<file path="src/rtl/piso_tx_scheduler_if.sv">
// Bundle between the parallel producers and the serializer: requests, words,
// grants and the serial-line qualifiers.
interface piso_tx_scheduler_if #(
    parameter int WIDTH = 8,
    parameter int NREQ  = 4
);
    localparam int ID_W = (NREQ > 1) ? $clog2(NREQ) : 1;

    logic [NREQ-1:0]       req;
    logic [NREQ*WIDTH-1:0] data_in;
    logic [NREQ-1:0]       gnt;
    logic                  Q;
    logic                  frame;
    logic [ID_W-1:0]       src_id;
    logic                  busy;
    logic                  done;

    modport master (
        output req, data_in,
        input  gnt, Q, frame, src_id, busy, done
    );

    modport slave (
        input  req, data_in,
        output gnt, Q, frame, src_id, busy, done
    );
endinterface

</file>
<file path="src/rtl/piso_tx_scheduler.sv">
// Round-robin arbiter feeding one shared PISO shift register; words leave MSB
// first with a frame qualifier and an optional idle gap between words.
module piso_tx_scheduler #(
    parameter int WIDTH      = 8,
    parameter int NREQ       = 4,
    parameter int GAP_CYCLES = 1
) (
    input  logic               clk,
    input  logic               rst,
    piso_tx_scheduler_if.slave bus
);
    localparam int ID_W  = (NREQ > 1) ? $clog2(NREQ) : 1;
    localparam int CNT_W = $clog2(WIDTH);

    typedef enum logic [1:0] {IDLE, SHIFT, GAP} state_t;

    state_t           state_reg;
    logic [WIDTH-1:0] shift_reg;
    logic [CNT_W-1:0] bit_cnt_reg;
    logic [3:0]       gap_cnt_reg;
    logic [ID_W-1:0]  ptr_reg;
    logic [ID_W-1:0]  src_id_reg;
    logic [NREQ-1:0]  gnt_reg;
    logic             q_reg;
    logic             frame_reg;
    logic             busy_reg;
    logic             done_reg;

    logic [WIDTH-1:0] words [NREQ];
    logic [NREQ-1:0]  req_rot;
    logic [ID_W:0]    win_sum;
    logic [ID_W-1:0]  winner;
    logic [ID_W-1:0]  ptr_next;
    logic             found;
    logic             last_bit;
    logic             load;

    generate
        for (genvar gi = 0; gi < NREQ; gi++) begin : g_word
            assign words[gi] = bus.data_in[gi*WIDTH +: WIDTH];
        end
    endgenerate

    // Rotate requests so bit 0 is the current priority holder.
    assign req_rot = NREQ'({bus.req, bus.req} >> ptr_reg);
    assign found   = |bus.req;

    always_comb begin
        win_sum = '0;
        for (int k = NREQ - 1; k >= 0; k--) begin
            if (req_rot[k]) begin
                win_sum = {1'b0, ptr_reg} + (ID_W+1)'(k);
            end
        end
        if (win_sum >= (ID_W+1)'(NREQ)) begin
            winner = ID_W'(win_sum - (ID_W+1)'(NREQ));
        end else begin
            winner = win_sum[ID_W-1:0];
        end
        ptr_next = (winner == ID_W'(NREQ - 1)) ? '0 : winner + 1'b1;
    end

    assign last_bit = (bit_cnt_reg == CNT_W'(WIDTH - 1));
    // With no gap, the edge ending a word may immediately start the next one.
    assign load = found && ((state_reg == IDLE) ||
                            ((state_reg == SHIFT) && last_bit && (GAP_CYCLES == 0)));

    always_ff @(posedge clk or negedge rst) begin
        if (!rst) begin
            state_reg   <= IDLE;
            shift_reg   <= '0;
            bit_cnt_reg <= '0;
            gap_cnt_reg <= '0;
            ptr_reg     <= '0;
            src_id_reg  <= '0;
            gnt_reg     <= '0;
            q_reg       <= 1'b0;
            frame_reg   <= 1'b0;
            busy_reg    <= 1'b0;
            done_reg    <= 1'b0;
        end else begin
            gnt_reg  <= '0;
            done_reg <= 1'b0;
            if (load) begin
                state_reg   <= SHIFT;
                shift_reg   <= words[winner];
                q_reg       <= words[winner][WIDTH-1];
                bit_cnt_reg <= '0;
                src_id_reg  <= winner;
                gnt_reg     <= NREQ'(1) << winner;
                ptr_reg     <= ptr_next;
                frame_reg   <= 1'b1;
                busy_reg    <= 1'b1;
                done_reg    <= (state_reg == SHIFT);
            end else begin
                case (state_reg)
                    IDLE: begin
                        busy_reg <= 1'b0;
                    end
                    SHIFT: begin
                        if (last_bit) begin
                            done_reg  <= 1'b1;
                            q_reg     <= 1'b0;
                            frame_reg <= 1'b0;
                            if (GAP_CYCLES > 0) begin
                                state_reg   <= GAP;
                                gap_cnt_reg <= '0;
                                busy_reg    <= 1'b1;
                            end else begin
                                state_reg <= IDLE;
                                busy_reg  <= 1'b0;
                            end
                        end else begin
                            shift_reg   <= shift_reg << 1;
                            q_reg       <= shift_reg[WIDTH-2];
                            bit_cnt_reg <= bit_cnt_reg + 1'b1;
                        end
                    end
                    GAP: begin
                        if (gap_cnt_reg == 4'(GAP_CYCLES - 1)) begin
                            state_reg <= IDLE;
                            busy_reg  <= 1'b0;
                        end else begin
                            gap_cnt_reg <= gap_cnt_reg + 4'd1;
                        end
                    end
                    default: begin
                        state_reg <= IDLE;
                        busy_reg  <= 1'b0;
                    end
                endcase
            end
        end
    end

    assign bus.gnt    = gnt_reg;
    assign bus.Q      = q_reg;
    assign bus.frame  = frame_reg;
    assign bus.src_id = src_id_reg;
    assign bus.busy   = busy_reg;
    assign bus.done   = done_reg;
endmodule

</file>
<file path="src/flat_wrapper.sv">
// flat-port wrapper written by rule: the top's interface ports become plain ports
module piso_tx_scheduler_flat 
#(
    parameter int WIDTH      = 8,
    parameter int NREQ       = 4,
    parameter int GAP_CYCLES = 1
)
  (clk, rst, bus_req, bus_data_in, bus_gnt, bus_Q, bus_frame, bus_src_id, bus_busy, bus_done);
  piso_tx_scheduler_if #(.WIDTH(WIDTH), .NREQ(NREQ)) bus_i ();
  input  logic clk;
  input  logic rst;
  input wire logic [$bits(bus_i.req)-1:0] bus_req;
  input wire logic [$bits(bus_i.data_in)-1:0] bus_data_in;
  output wire logic [$bits(bus_i.gnt)-1:0] bus_gnt;
  output wire logic [$bits(bus_i.Q)-1:0] bus_Q;
  output wire logic [$bits(bus_i.frame)-1:0] bus_frame;
  output wire logic [$bits(bus_i.src_id)-1:0] bus_src_id;
  output wire logic [$bits(bus_i.busy)-1:0] bus_busy;
  output wire logic [$bits(bus_i.done)-1:0] bus_done;
  assign bus_i.req = bus_req;
  assign bus_i.data_in = bus_data_in;
  assign bus_gnt = bus_i.gnt;
  assign bus_Q = bus_i.Q;
  assign bus_frame = bus_i.frame;
  assign bus_src_id = bus_i.src_id;
  assign bus_busy = bus_i.busy;
  assign bus_done = bus_i.done;
  piso_tx_scheduler #(.WIDTH(WIDTH), .NREQ(NREQ), .GAP_CYCLES(GAP_CYCLES)) u_core (.clk(clk), .rst(rst), .bus(bus_i));
endmodule
</file>
<file path="config.mk">
export PLATFORM = sky130hd
export DESIGN_NAME = piso_tx_scheduler_flat
export DESIGN_NICKNAME = d
export VERILOG_FILES = /design/src/rtl/piso_tx_scheduler_if.sv /design/src/rtl/piso_tx_scheduler.sv /design/src/flat_wrapper.sv
export SDC_FILE = /design/constraint.sdc
export NUM_CORES = 1
export LEC_CHECK = 0
export CORE_ASPECT_RATIO = 0.7
export CORE_MARGIN = 3
export CORE_UTILIZATION = 35
export DETAILED_ROUTE_END_ITERATION = 8
export GPL_ROUTABILITY_DRIVEN = 0
export PLACE_DENSITY_LB_ADDON = 0.1
export SLEW_MARGIN = 0
export SYNTH_ARGS = -nofsm -noshare
export SYNTH_HDL_FRONTEND = slang
export SYNTH_SLANG_ARGS = --single-unit
</file>
<file path="constraint.sdc">
create_clock -name clk -period 2.7 [get_ports clk]
set_input_delay 0.675 -clock clk [delete_from_list [all_inputs] [get_ports clk]]
set_output_delay 0.675 -clock clk [all_outputs]
set_load 0.01 [all_outputs]
</file>
Yosys cells after proc, flatten, opt, wreduce, memory -nomap -nowiden --
Index checks and enable logic that the tools add are counted.
Operators by class: add/sub/neg operators 7, $lt $le $gt $ge 2, equality and inequality tests 10, shifts and indexed selects 2, muxes and demuxes 36, bitwise operators 2, reductions and logical operators 12
Operators by type and width (number):
- $mux W3 | 7
- $mux W7 | 3
- $bmux W8 S2 | 1
- $mux W8 | 2
- $mux W1 | 12
- $mux W4 | 3
- $mux W2 | 5
- $pmux W4 S2 | 1
- $shr A8 B2 Y4 | 1
- $add A2 B2 Y3 const B | 2
- $ge A3 B3 Y1 const B | 2
- $ne A3 B1 Y1 const B | 2
- $pmux W2 S3 | 1
- $reduce_and A2 Y1 | 3
- $reduce_bool A2 Y1 | 3
- $add A4 B1 Y4 const B | 1
- $eq A2 B2 Y1 const B | 2
- $logic_not A4 Y1 | 1
- $ne A2 B1 Y1 const B | 2
- $ne A2 B2 Y1 const B | 2
- $reduce_and A4 Y1 | 1
- $reduce_or A4 Y1 | 1
- $shl A1 B2 Y4 const A | 1
- $add A2 B1 Y3 const B | 1
- other kinds (11) | 11
Storage, ports and cells: register bits 28, bits of input ports 38, output and inout bits 10, word-level logic and storage cells 82

Longest topological paths before layout --
Gate-level depths: netlist (run 1).
depth after elaboration 12, depth in mapped cells 8, mapped depth without buffers 6

Least setup slack after synthesis (run 1) --
Ideal clock, no wire load.
path type input-to-reg, from input port bus_req[2], to register u_core.shift_reg[0], library setup time 126 ps, arrival time 1898 ps, slack 676 ps, stages 5, buffers on the path 1, cells stage by stage and3b_2 -> nor3_2 -> buf_6 -> mux2_2 -> a221o_1
Between the ends: cells in the longest elaborated chain, start to end 12, elaborated cells between the ends (all ways) 18
RTL lines:
- from (decl) | RTL line flat_wrapper.sv:12 | input wire logic [$bits(bus_i.req)-1:0] bus_req;
- $shr A8 B2 Y4 | RTL line piso_tx_scheduler.sv:45 | assign req_rot = NREQ'({bus.req, bus.req} >> ptr_reg);
- $mux W3 (4 in a row) | RTL line piso_tx_scheduler.sv:51 | if (req_rot[k]) begin
- $ge A3 B3 Y1 or $sub A2 B1 Y2 (tied branches) | RTL line piso_tx_scheduler.sv:55, piso_tx_scheduler.sv:56
- $mux W2 | RTL line piso_tx_scheduler.sv:55 | if (win_sum >= (ID_W+1)'(NREQ)) begin
- $not A2 Y3 (not written as such) | RTL line piso_tx_scheduler.sv:86 | shift_reg <= words[winner];
- $bmux W8 S2 | RTL line piso_tx_scheduler.sv:86
- $mux W8 (not written as such) (2 in a row) | RTL line piso_tx_scheduler.sv:86
- $mux W7 | RTL line piso_tx_scheduler.sv:84 | if (load) begin
- to (signal assigned) | RTL line piso_tx_scheduler.sv:86
- to (signal assigned) | RTL line piso_tx_scheduler.sv:114 | shift_reg <= shift_reg << 1;
- to (decl) | RTL line piso_tx_scheduler.sv:18 | logic [WIDTH-1:0] shift_reg;
Several ways; a longest one is shown, not always the timed one. The select of a mux whose other input is x is not followed. A chain may end at the register's enable or synchronous reset.

Final worst setup path (run 1) --
from input port bus_req[3], to register u_core.gnt_reg[0] (netlist: u_core.bus.gnt[0])
Between the ends: cells in the longest elaborated chain, start to end 9, elaborated cells between the ends (all ways) 12
RTL lines:
- $shr A8 B2 Y4 | RTL line piso_tx_scheduler.sv:45
- $mux W3 (4 in a row) | RTL line piso_tx_scheduler.sv:51
- $ge A3 B3 Y1 or $sub A2 B1 Y2 (tied branches) | RTL line piso_tx_scheduler.sv:55, piso_tx_scheduler.sv:56
- $mux W2 | RTL line piso_tx_scheduler.sv:55
- $shl A1 B2 Y4 | RTL line piso_tx_scheduler.sv:90 | gnt_reg <= NREQ'(1) << winner;
- $mux W4 (*) | RTL line piso_tx_scheduler.sv:84
- to (signal assigned) | RTL line piso_tx_scheduler.sv:90
- to (decl) | RTL line piso_tx_scheduler.sv:23 | logic [NREQ-1:0] gnt_reg;
Every way passes the cells marked *; elsewhere a longest branch is shown, timed or not.

==> key figures, run 1 <==
Run status
  • Status: completed

Setup path
  • Required time of the critical path: 2880 ps
  • R2r setup slk: 720 ps
  • Setup crit end kind: register
  • Worst Path Arrival: 2510 ps
  • Reg2Reg Launch Point: u_core.bit_cnt_reg[0]$_DFFE_PN0P_
  • CP max FO: 17
  • R2R depth: 6
  • Setup CP Type: primary input to register
  • Worst R2R End: u_core.shift_reg[2]$_DFFE_PN0P_
  • Startpoint Class: primary input

Layout
  • Final net count: 248
  • Sequential cell area: 701 sq um
  • Design area: 2230 sq um
  • Fill cells: 407
  • Max reg flops: 7
  • Most common cell after layout, fill and taps aside: clkdlybuf4s50_1
  • Most frequent cells in the layout: clkdlybuf4s50_1, dfrtp_1, mux2i_1, nand2_1
  • Final cell count without fillers: 256
  • Area growth from synthesis to layout: 37.5%
  • Ant diodes: 0
  • Area occupied by multi-input gates: 862 sq um
  • Share of layout cells above drive strength 1: 14.9%

Die
  • Initial Util: 36.8%
  • Area of the core: 4400 sq um
  • Die area: 5500 sq um
  • Placement Rows: 20
  • Die Span Y: 63.0 microns
  • I/O Pins: 48
  • Die Wd: 87.4 microns

Synthesis
  • Post-synth EDFFs: 0
  • Ys Warns: 0
  • Synth Register Bits: 28
  • Synth cell types: 39
  • Synth Net Count: 194
  • Sequential area share after synthesis: 43.2%
  • Syn Area/Cell: 11.0 sq um
  • Share of the synthesized area in the top cell type: 43.2%
  • Cell Area, Synth: 1620 sq um
  • Gate Count Post-Synth: 148
  • Cell taking the most area after synthesis: dfrtp_1
  • Top cells by area, synth: dfrtp_1, mux2i_1, ha_1, a221oi_2, o21ai_0
  • Ys flop type: dfrtp_1
  • Ys async rst share: 100%

STA
  • Max Clock Skew: 1.87 ps
  • Worst-Margin Slew: 635 ps
  • RSZ-0062 raised after global routing: false
  • Final Cycle Share: 86.5%
  • Setup TNS: 0 ps
  • Max Fclk: 428 MHz
  • Final min period: 2340 ps
  • Max_slew headroom: 57.5%
  • Endpoints failing hold: 0
  • Final Max Tran Viols: 0
  • Setup-failing EPs final: 0

Route
  • Initial drt markers: 54
  • Via count: 1,279
  • Residual DRC: 0
  • Post-route ant nets: 0
  • WL final: 3810 microns
  • Drt via density: 5.00
  • Routed WL per cell: 14.9 microns
  • Total iterations of the first detailed-routing run: 4

GRT
  • Largest net degree at the start of global routing: 29
  • Overflow after GRT: 0
  • First-pass GRT wire length: 6370 microns
  • Total Routing Usage GR: 14.6%
  • Vias in the first global route: 1,324
  • Initial antenna violation count: 0

Hold path
  • Worst Hold Path EP: u_core.bus.src_id[0]$_DFFE_PN0N_
  • Hold path depth: 2
  • Worst Min Path Start: u_core.bus.src_id[0]$_DFFE_PN0N_
  • Min-delay worst type: register to register

Clock network
  • CTS H-tree depth: 1
  • CTS Buf Count: 3
  • CTS max path bufs: 2
  • Clk_lat worst skew: 280 ps
  • CTS Sinks: 28
  • Hold buffers post-CTS: 0
  • Post-CTS resize count: 0
  • Root Driver: clkbuf_8
  • Clock transition at path regs: 90 ps
  • # Post-CTS Setup Buffers: 0
  • TritonCTS clock tree: done

Pwr
  • Power Total: 1.97 mW
  • Leak Pwr: 0.999 nW
  • Power Density: 881 nW/um^2
  • Worst vdd ir: 0.377 mV

Place
  • IO Port Bufs: 47
  • DP Area: 2180 sq um
  • Placed Instances: 252
  • Post-DP HPWL: 2900 microns

Flow run
  • Number of max-cap violations: 0
## logic make-up after synthesis
| logic type | count (synthesis) | synth area share [%] |
|---|---|---|
| simple gates | 52 | 19.1 |
| compound gates | 30 | 15.8 |
| flops | 28 | 43.2 |
| mux | 16 | 10.0 |
| buf+inv | 11 | 4.09 |
| fa+ha+maj | 8 | 6.17 |
| xor+xnor | 3 | 1.62 |
## report_power, final
group / switching (mW) / internal [mW]
clock network: 0.134 / 0.131
registers: 0.0984 / 0.569
logic: 0.528 / 0.507
total: 0.760 / 1.21
## per-layer routing
layer	wire length [microns]	vias up	GRT usage (%)
met5	0	-	0
met4	29	0	2.87
met3	216	5	4.22
met2	1670	30	22.5
met1	1900	612	20.4
li1	-	632	-
## critical path, cell delays in order
cell and delay (ps):
clkdlybuf4s50_1 550, mux2i_1 100, and2_4 180, nor3_4 220, buf_4 320, inv_1 130
ha_1 200, and2_1 130
## per-stage QoR
| stage | worst slack, ps | utilization (%) | hold WS [ps] |
|---|---|---|---|
| after floorplan | 676 | - | 379 |
| after global placement | 162 | 49.4 | 478 |
| after detailed placement | 60.1 | 49.4 | 478 |
| after CTS | 356 | 50.7 | 501 |
| after global routing | 261 | 50.7 | 542 |
| final | 363 | 50.7 | 495 |
## synth_stat cells, drive strengths merged (2+ instances only)
cell type / instances
o31ai: 2
mux2i: 14
nand2b: 5
clkbuf: 2
nor3b: 2
and2: 6
or3: 6
o21ai: 9
nor4b: 3
nand2: 12
a21oi: 5
and3b: 2
dfrtp: 28
buf: 3
a221oi: 6
mux2: 2
a211oi: 4
ha: 8
nor2: 11
inv: 6
nor3: 2
xor2: 2
## final cells by class
type                    count  share of cell area [%]
well taps                  55                    3.08
clock buffers               4                    2.47
multi-input cells         109                    38.6
inverters                   6                    1.01
repair buffers             54                    23.4
flip-flops and latches     28                    31.4
## worst max-delay path by stage
stage | start | end | depth (start not counted)
floorplan | bus_req[2] | u_core.shift_reg[0]$_DFFE_PN0P_ | 5
global placement | bus_req[3] | u_core.bus.gnt[2]$_DFF_PN0_ | 8
detailed placement | bus_req[3] | u_core.bus.gnt[0]$_DFF_PN0_ | 8
CTS | bus_req[3] | u_core.bus.gnt[0]$_DFF_PN0_ | 8
global route | bus_req[3] | u_core.bus.gnt[0]$_DFF_PN0_ | 8
finish | bus_req[3] | u_core.bus.gnt[0]$_DFF_PN0_ | 8
No activity file was read; power rests on OpenSTA's default activity.
==> run 2: changes to the inputs <==
--- a/config.mk
+++ b/config.mk
@@ -15,3 +15,4 @@
 export SYNTH_ARGS = -nofsm -noshare
 export SYNTH_HDL_FRONTEND = slang
 export SYNTH_SLANG_ARGS = --single-unit
+export TNS_END_PERCENT = 50
==> results of run 2 <==
The final DEF is identical to that of run 1; final timing and power are the same.
==> run 3: changes to the inputs <==
--- a/config.mk
+++ b/config.mk
@@ -5,6 +5,7 @@
 export SDC_FILE = /design/constraint.sdc
 export NUM_CORES = 1
 export LEC_CHECK = 0
+export ABC_AREA = 1
 export CORE_ASPECT_RATIO = 0.7
 export CORE_MARGIN = 3
 export CORE_UTILIZATION = 35
==> key figures, run 3 <==
Clock network
  • Clock transition at path regs: 100 ps
  • Root Driver: clkbuf_8
  • Post-CTS resize count: 0
  • CTS Buf Count: 3
  • # Post-CTS Setup Buffers: 0
  • CTS max path bufs: 2
  • TritonCTS clock tree: done
  • CTS Sinks: 28
  • CTS H-tree depth: 1
  • Hold buffers post-CTS: 0
  • Clk_lat worst skew: 270 ps

Pwr
  • Leak Pwr: 1.24 nW
  • Worst vdd ir: 0.630 mV
  • Power Density: 1240 nW/um^2

Setup path
  • Crit path from: bus_req[1]
  • Setup CP Type: primary input to register
  • Required time of the critical path: 2860 ps
  • CP max FO: 19
  • Setup crit end kind: register
  • Reg2Reg Launch Point: u_core.ptr_reg[0]$_DFFE_PN0N_
  • Worst Path Arrival: 2430 ps
  • Startpoint Class: primary input

Layout
  • Share of layout cells above drive strength 1: 12.9%
  • Most common cell after layout, fill and taps aside: nand2_1
  • Fill cells: 489
  • Util after Layout: 50.7%
  • Final net count: 341
  • Ant diodes: 0
  • Final cell count without fillers: 363
  • Most frequent cells in the layout: nand2_1, clkdlybuf4s50_1, inv_1, dfrtp_1, nand3_1
  • Area occupied by multi-input gates: 996 sq um
  • Area growth from synthesis to layout: 33.7%
  • Sequential cell area: 701 sq um
  • Max reg flops: 7

Synthesis
  • Synth cell types: 38
  • Ys async rst share: 100%
  • Most frequent cell after synthesis: nand2_1
  • Post-synth top cells: nand2_1, inv_1, dfrtp_1
  • Gate Count Post-Synth: 241
  • Cell taking the most area after synthesis: dfrtp_1
  • Cell Area, Synth: 1890 sq um
  • Share of the synthesized area in the top cell type: 37.0%
  • Top cells by area, synth: dfrtp_1, nand2_1, inv_1, ha_1, nand3_1
  • Synth Net Count: 287
  • Ys Warns: 0
  • Ys flop type: dfrtp_1
  • Post-synth EDFFs: 0
  • Syn Area/Cell: 7.85 sq um
  • Synth Register Bits: 28
  • Sequential area share after synthesis: 37.0%

Die
  • Die Span Y: 67.5 microns
  • Placement Rows: 21
  • Die area: 6340 sq um
  • Die Wd: 93.9 microns
  • Area of the core: 4990 sq um
  • I/O Pins: 48
  • Initial Util: 37.9%

STA
  • Worst-Margin Slew: 442 ps
  • Final min period: 2270 ps
  • Final WS setup: 434 ps
  • Setup TNS: 0 ps
  • Hold WS: 489 ps
  • Setup-failing EPs final: 0
  • Endpoints failing hold: 0
  • Final Max Tran Viols: 0
  • Final Cycle Share: 83.9%
  • Max Fclk: 441 MHz
  • Max Clock Skew: 9.88 ps
  • Max_slew headroom: 70.4%
  • RSZ-0062 raised after global routing: false

Route
  • Initial drt markers: 96
  • WL final: 4180 microns
  • Post-route ant nets: 0
  • Drt via density: 4.63
  • Residual DRC: 0
  • Total iterations of the first detailed-routing run: 4
  • Routed WL per cell: 11.5 microns
  • Via count: 1,680

GRT
  • First-pass GRT wire length: 7340 microns
  • Largest net degree at the start of global routing: 29
  • Vias in the first global route: 1,612
  • Met3 Use GR: 3.34%
  • Grt met2 use: 22.3%
  • GRT busiest layer: met2
  • Initial antenna violation count: 0
  • Overflow after GRT: 0
  • GR Util met1: 21.5%
  • Total Routing Usage GR: 14.6%

Place
  • Setup WS pre-CTS: 145 ps
  • Placed Instances: 359
  • IO Port Bufs: 47
  • Post-DP HPWL: 3370 microns

Run status
  • Status: completed

Flow run
  • Number of max-cap violations: 0

Hold path
  • Worst Min Path Start: u_core.shift_reg[0]$_DFFE_PN0P_
  • Min-delay worst type: register to register
run 3: cell count changes after synthesis, moves of 8 or more:
cell and change:
nand3_1 +19, mux2i_1 -14, nand2_1 +51, inv_1 +32, nand3_2 +8, nor2_1 +8
run 3: stage by stage:
step                area (sq um)  total power, mW
CTS                         2530             3.16
global placement            2460             2.80
floorplan                   1890             2.31
finish                      2530             3.13
global route                2530             3.48
detailed placement          2460             2.82
run 3: cell type report:
class / count / area share, %
inverters: 42 / 6.63
well taps: 69 / 3.41
repair buffers: 52 / 20.1
flip-flops and latches: 28 / 27.7
clock buffers: 3 / 1.63
clock inverters: 1 / 1.19
multi-input cells: 168 / 39.4
run 3: power breakdown:
group | switching, mW | internal, mW
registers | 0.131 | 0.614
logic | 1.24 | 0.825
clock network | 0.127 | 0.198
total | 1.49 | 1.64
run 3: path summary, 6_finish.rpt:
kind	end	cells past startpoint	slack (ps)
worst min-delay path	u_core.shift_reg[0]$_DFFE_PN0P_	2	490
worst min register to register	u_core.shift_reg[0]$_DFFE_PN0P_	2	490
worst max register to register	u_core.ptr_reg[1]$_DFFE_PN0N_	12	750
min in group asynchronous	u_core.bus.gnt[3]$_DFF_PN0_	2	760
worst max-delay path	u_core.ptr_reg[1]$_DFFE_PN0N_	13	430
max in group asynchronous	u_core.bit_cnt_reg[0]$_DFFE_PN0P_	2	1670
run 3: cells by family after synthesis:
| group | Yosys count | share of synthesized area (%) |
|---|---|---|
| AO/OA/AOI/OAI | 26 | 9.79 |
| XOR/XNOR | 1 | 0.463 |
| adder cells (fa/ha/maj) | 8 | 5.29 |
| buffers and inverters | 45 | 10.3 |
| flip-flops | 28 | 37.0 |
| AND/OR/NAND/NOR | 133 | 37.1 |
run 3: worst max-delay path, cell delays in order:
cell             delay, ps
clkdlybuf4s50_1        500
inv_1                   80
nand2_1                 90
nand3_1                 90
nand2_2                110
nand2_4                 70
nand2_4                 60
nand2_4                100
nand2_8                160
inv_4                   90
ha_1                   270
nand2_1                 60
o21ai_0                 70
run 3: layer usage:
| metal | wire (microns) | vias to the layer above |
|---|---|---|
| met1 | 2180 | 762 |
| met3 | 192 | 4 |
| met2 | 1780 | 40 |
| met5 | 0 | - |
| li1 | - | 874 |
| met4 | 24 | 0 |
